[config.mk]
export PLATFORM = sky130hd
export DESIGN_NAME = muldiv_sequencer
export DESIGN_NICKNAME = d
export VERILOG_FILES = /design/src/rtl/muldiv_sequencer.sv
export SDC_FILE = /design/constraint.sdc
export NUM_CORES = 1
export LEC_CHECK = 0
export ABC_AREA = 1
export ABC_CLOCK_PERIOD_IN_PS = 2700
export BUFFER_PORTS_ARGS = -buffer_cell sky130_fd_sc_hd__buf_2
export CAP_MARGIN = 10
export CORE_ASPECT_RATIO = 0.5
export CORE_MARGIN = 1
export CORE_UTILIZATION = 55
export CTS_CLUSTER_SIZE = 8
export DETAILED_ROUTE_END_ITERATION = 12
export HOLD_SLACK_MARGIN = 0.08
export PLACE_DENSITY = 0.82
export SYNTH_ARGS = -nofsm -noshare
export SYNTH_HDL_FRONTEND = slang
export SYNTH_SLANG_ARGS = --single-unit
export TNS_END_PERCENT = 1
[constraint.sdc]
create_clock -name iCLK -period 2.7 [get_ports iCLK]
set_input_delay 0.54 -clock iCLK [delete_from_list [all_inputs] [get_ports iCLK]]
set_output_delay 0.54 -clock iCLK [all_outputs]
set_load 0.01 [all_outputs]
[src/rtl/muldiv_sequencer.sv]
`timescale 1ns/1ps
// ---------------------------------------------------------------------------
// muldiv_sequencer
//
// Multi-cycle unsigned multiply/divide controller. Implements MUL, MULHU,
// DIVU and REMU by driving the shared 32-bit combinational ALU for 32
// iterations. The ALU does every add/subtract; this block owns the operand
// shift registers, carry/borrow recovery, iteration counting and the
// start/done handshake. The core stalls on oBusy while this block owns the ALU.
//
// Ports:
//   iCLK, iRSTn      clock (rising edge), asynchronous active-low reset
//   iStart           request, sampled only in IDLE or DONE
//   iOp[1:0]         00 MUL, 01 MULHU, 10 DIVU, 11 REMU
//   iA, iB           multiplicand/dividend, multiplier/divisor
//   oBusy            high while iterating (RUN)
//   oDone            one-cycle pulse in DONE
//   oResult          result, registered on entry to DONE and held afterwards
//   oIllegal         set when a divide is requested with divide compiled out
//   oAluControl      ALU operation select (ALU_ADD / ALU_SUB codes)
//   oAluA, oAluB     ALU operands
//   iAluResult       ALU result, read in the same cycle the operands are driven
//
// Build option: define MULDIV_DIV_EN to include the restoring divider.
// Without it, ops 10/11 go straight to DONE with all-ones and oIllegal set.
// ---------------------------------------------------------------------------
module muldiv_sequencer #(
    parameter int WIDTH = 32
) (
    input  logic             iCLK,
    input  logic             iRSTn,
    input  logic             iStart,
    input  logic [1:0]       iOp,
    input  logic [WIDTH-1:0] iA,
    input  logic [WIDTH-1:0] iB,
    output logic             oBusy,
    output logic             oDone,
    output logic [WIDTH-1:0] oResult,
    output logic             oIllegal,
    output logic [3:0]       oAluControl,
    output logic [WIDTH-1:0] oAluA,
    output logic [WIDTH-1:0] oAluB,
    input  logic [WIDTH-1:0] iAluResult
);

    // ALU operation codes, matching the ALU's iControl encoding
    localparam logic [3:0] ALU_ADD = 4'b0010;
`ifdef MULDIV_DIV_EN
    localparam logic [3:0] ALU_SUB = 4'b0110;
`endif

    localparam int         MSB       = WIDTH - 1;
    localparam logic [5:0] LAST_ITER = 6'(WIDTH - 1);

    typedef enum logic [1:0] {
        IDLE = 2'd0,
        RUN  = 2'd1,
        DONE = 2'd2
    } stateT;

    stateT        state_q, state_d;
    logic [5:0]   count_q, count_d;
    logic         selHi_q, selHi_d;
`ifdef MULDIV_DIV_EN
    logic         isDiv_q, isDiv_d;
    logic         borrow;
`endif
    // acc: multiply high word / divide partial remainder
    // shift: multiply low word (multiplier) / divide quotient (dividend)
    // operand: multiplicand / divisor
    logic [MSB:0] acc_q, acc_d;
    logic [MSB:0] shift_q, shift_d;
    logic [MSB:0] operand_q, operand_d;
    logic [MSB:0] result_q, result_d;
    logic         illegal_q, illegal_d;

    logic         launch;
    logic         carry;
    logic [3:0]   aluControl;
    logic [MSB:0] aluA, aluB;

    // State and datapath registers; reset aborts any operation immediately
    always_ff @(posedge iCLK or negedge iRSTn) begin
        if (!iRSTn) begin
            state_q   <= IDLE;
            count_q   <= '0;
            selHi_q   <= 1'b0;
`ifdef MULDIV_DIV_EN
            isDiv_q   <= 1'b0;
`endif
            acc_q     <= '0;
            shift_q   <= '0;
            operand_q <= '0;
            result_q  <= '0;
            illegal_q <= 1'b0;
        end else begin
            state_q   <= state_d;
            count_q   <= count_d;
            selHi_q   <= selHi_d;
`ifdef MULDIV_DIV_EN
            isDiv_q   <= isDiv_d;
`endif
            acc_q     <= acc_d;
            shift_q   <= shift_d;
            operand_q <= operand_d;
            result_q  <= result_d;
            illegal_q <= illegal_d;
        end
    end

    // Next-state, iteration datapath and ALU drive. Outside RUN the ALU sees
    // ADD with zero operands. Carry/borrow are recovered from the ALU's
    // operand and result MSBs since the ALU exposes only a 32-bit result.
    always_comb begin
        state_d    = state_q;
        count_d    = count_q;
        selHi_d    = selHi_q;
`ifdef MULDIV_DIV_EN
        isDiv_d    = isDiv_q;
        borrow     = 1'b0;
`endif
        acc_d      = acc_q;
        shift_d    = shift_q;
        operand_d  = operand_q;
        result_d   = result_q;
        illegal_d  = illegal_q;
        launch     = 1'b0;
        carry      = 1'b0;
        aluControl = ALU_ADD;
        aluA       = '0;
        aluB       = '0;

        case (state_q)
            IDLE: launch = iStart;
            RUN: begin
`ifdef MULDIV_DIV_EN
                if (isDiv_q) begin
                    // Restoring divide: trial-subtract divisor from {r, next q bit}.
                    // r[MSB] set means the shifted value exceeds 32 bits, so it
                    // is certainly >= divisor even if the 32-bit subtract borrows.
                    aluControl = ALU_SUB;
                    aluA       = {acc_q[MSB-1:0], shift_q[MSB]};
                    aluB       = operand_q;
                    borrow     = (~aluA[MSB] & aluB[MSB]) |
                                 ((~aluA[MSB] | aluB[MSB]) & iAluResult[MSB]);
                    if (acc_q[MSB] || !borrow) begin
                        acc_d   = iAluResult;
                        shift_d = {shift_q[MSB-1:0], 1'b1};
                    end else begin
                        acc_d   = aluA;
                        shift_d = {shift_q[MSB-1:0], 1'b0};
                    end
                end else begin
`endif
                    // Shift-add multiply: add multiplicand when low bit is set,
                    // then shift {carry, sum, lo} right by one
                    aluControl = ALU_ADD;
                    aluA       = acc_q;
                    aluB       = shift_q[0] ? operand_q : '0;
                    carry      = (aluA[MSB] & aluB[MSB]) |
                                 ((aluA[MSB] | aluB[MSB]) & ~iAluResult[MSB]);
                    acc_d      = {carry, iAluResult[MSB:1]};
                    shift_d    = {iAluResult[0], shift_q[MSB:1]};
`ifdef MULDIV_DIV_EN
                end
`endif
                if (count_q == '0) begin
                    state_d  = DONE;
                    result_d = selHi_q ? acc_d : shift_d;
                end else begin
                    count_d = count_q - 6'd1;
                end
            end
            DONE: begin
                if (iStart) begin
                    launch = 1'b1;
                end else begin
                    state_d = IDLE;
                end
            end
            default: state_d = IDLE;
        endcase

        // Accepting a request loads operands and restarts the counter
        if (launch) begin
            state_d   = RUN;
            count_d   = LAST_ITER;
            selHi_d   = iOp[0];
            illegal_d = 1'b0;
            acc_d     = '0;
`ifdef MULDIV_DIV_EN
            isDiv_d   = iOp[1];
            shift_d   = iOp[1] ? iA : iB;
            operand_d = iOp[1] ? iB : iA;
`else
            shift_d   = iB;
            operand_d = iA;
            if (iOp[1]) begin
                state_d   = DONE;
                result_d  = '1;
                illegal_d = 1'b1;
            end
`endif
        end
    end

    assign oBusy       = (state_q == RUN);
    assign oDone       = (state_q == DONE);
    assign oResult     = result_q;
    assign oIllegal    = illegal_q;
    assign oAluControl = aluControl;
    assign oAluA       = aluA;
    assign oAluB       = aluB;

endmodule
==> run summary <==
ranking of synthesized cells by area -> dfrtp_1 (53%), nand2_1 (18%), o21ai_0 (5.0%)
met2 Track Usage GR -> 47.1%
Ports -> 204
RSZ-0062 raised after global routing -> no
first-pass GRT wire length -> 27.5 mm
Synth Warn # -> 0
largest stage delay on the critical path -> 420 ps
Initial Util -> 57.7%
CP endpoint kind -> output pin
vias -> 5961
Finished Layout Cells -> 1155
root buf cell -> clkbuf_16
Final nets -> 1086
Critical-path top delay cell -> dfrtp_1
largest net degree at the start of global routing -> 83
Clock Skews -> 8.76 ps
setup slack, reg-to-reg -> 500 ps
First-pass DRT Iterations -> 5
largest family of logic cells by synthesized area -> simple AND/OR/NAND/NOR gates
CP Buf/Inv Count -> 2
Vias/cell -> 5.16
VDD IR-drop max -> 826 uV
setup TNS -> 0 ps
Slew @ Worst Pin -> 770 ps
Synth Area in XOR/XNOR -> 0%
Synth top area share -> 53.4%
count leader, synth -> nand2_1
Final Hold Viols -> 0
Site Rows -> 27
clk_lat worst skew -> 410 ps
gr ovfl total -> 0
layout cell share with drive strength beyond 1 -> 25.7%
initial antenna violation count -> 1
Reg2Reg Capture Point -> oResult[25]
die area -> 12200 sq um
register area -> 3450 sq um
Worst Slack Setup Final -> 281 ps
post-synthesis adder-cell area fraction -> 0.387%
r2r startpoint -> state_q[1]
post-synth cell types -> 25
1st-iter DRT viols -> 384
Hold WC Path Type -> in2async
max-slew violation count -> 0
placed cells -> 1123
routed wire length -> 16.6 mm
number of diodes -> 0
Layout area overhead -> 25.9%
Top FF cell, synth -> dfrtp_1
min Tclk post-route -> 2420 ps
CTS clk-pin slew, worst paths -> 60 ps
postcts setup bufs -> 0
mux contribution to synthesized area -> 0%
Tcrit/Tclk final -> 89.6%
synthesized area per cell -> 7.99 sq um
remaining routing DRC violations -> 0
FILL cells -> 896
pre-CTS setup slack -> 512 ps
crit path max fanout -> 65
complex-gate fraction of the synthesized area -> 9.37%
ys async rst share -> 100%
Power per Cell Area -> 1240 nW/um^2
met3 Usage GRT -> 6.18%
Synth Cell Area -> 6470 sq um
die width -> 155 microns
worst endpoint data arrival time -> 1880 ps
crit path cell chain -> nand2_4 > buf_12 > nor2_1 > buf_2
Worst Reg-to-Reg Cells -> 6
register area share after synthesis -> 53.4%
detailed-route wire length per cell -> 14.4 microns
antenna viol nets, final -> 0
clock net sink count -> 138
CP Data Required Time -> 2160 ps
Die Y -> 78.7 microns
CTS Hold Bufs -> 0
status -> finished, final reports clean
GRT busiest layer -> met2
vias in the first global route -> 5685
final setup violation count -> 0
cts repair resizes -> 0
Clock Path Buffers -> 2
Simple-Gate Fraction of Synth Area -> 27.9%
Max-slew headroom -> 48.7%
GPL Wtd Cong -> 0.780
type of origin of the critical path -> flip-flop
placed inst area -> 7510 sq um
EDFF count, synth -> 0
fin area -> 8140 sq um
cells after synthesis -> 809
max-cap viol count -> 0
core area -> 11200 sq um
Yosys top cell by area -> dfrtp_1
final core utilization -> 72.6%
I/O Buffers -> 199
post-DP HPWL -> 11.0 mm
#FFs+latches synth -> 138
Synth top cells by count -> nand2_1 (317), dfrtp_1 (138), inv_1 (72)
GR Layer Usage met1 -> 38.2%
Crit. Startpoint -> state_q[0]
P_leak -> 4.28 nW
fmax -> 413 MHz
CP top delay family -> simple AND/OR/NAND/NOR gates
critical path class -> reg2out
H-tree depth -> 4
Overall Global Routing Usage -> 28.7%
footprint of the multi-input gates -> 2460 sq um
TritonCTS clock tree -> yes
Num CTS Buffers -> 17
==> worst reg2reg max path, cell delays in order, from the launching register on <==
cell and delay, ps:
dfrtp_1 350, inv_1 100, nand2_4 280, inv_4 440
nand4_4 540, nand2_1 250, nand3_1 110
==> through the flow <==
| step | total power, mW | hold WS (ps) |
|---|---|---|
| 2_1_floorplan | 6.28 | 244 |
| 3_3_place_gp | 7.44 | 460 |
| 3_5_place_dp | 7.62 | 465 |
| 4_1_cts | 10.2 | 204 |
| 5_1_grt | 10.8 | 224 |
| 6_report | 10.1 | 146 |
==> registers in the layout, summed over array words and instances (netlist names) <==
register	cells
acc_q	32
oResult	32
operand_q	32
shift_q	32
count_q	6
state_q	2
oIllegal	1
selHi_q	1
==> layout by cell type, fill, tap and decap left out, drive strengths merged <==
cell type,n
nand2,318
buf,209
dfrtp,138
inv,73
nor2,70
o21ai,64
nand3,48
o221ai,31
clkbuf,21
clkinv,5
conb,4
bufinv,4
or2,2
ha,2
clkinvlp,2
nand4,2
o211ai,1
nand3b,1
o22ai,1
==> logic make-up (layout without fill, tap and decap cells) <==
logic type	count (synthesis)	count (layout)
other	2	4
flip-flops	138	138
adder cells (fa/ha/maj)	2	2
buffers and inverters	129	314
AND/OR/NAND/NOR	441	441
AO/OA/AOI/OAI	97	97
==> power by group <==
group | total [mW] | switching (mW) | internal, mW
combinational | 3.99 | 2.59 | 1.40
clock | 2.49 | 0.867 | 1.62
sequential | 3.64 | 0.558 | 3.08
==> worst max path at each step <==
stage,end,slack (ps),depth (start not counted)
4_1_cts,oAluB[17],310,4
3_3_place_gp,oResult[9],600,6
5_1_grt,oBusy,200,4
6_report,oAluB[17],280,4
2_1_floorplan,oAluA[10],1060,6
3_5_place_dp,oResult[8],510,6
==> per-layer routing <==
metal,vias up,wire [microns]
met3,30,1050
met4,2,297
met5,-,8
met1,2823,7360
li1,2879,-
met2,227,7930
==> area by class of cell <==
| class | instances | share of cell area, % |
|---|---|---|
| sequential | 138 | 42.4 |
| multi-input combinational | 544 | 30.2 |
| timing repair buffer | 209 | 13.7 |
| clock buffer | 21 | 5.78 |
| inverter | 73 | 3.40 |
| tap | 159 | 2.44 |
| clock inverter | 11 | 2.06 |
Power figures use the tool's default switching activity.
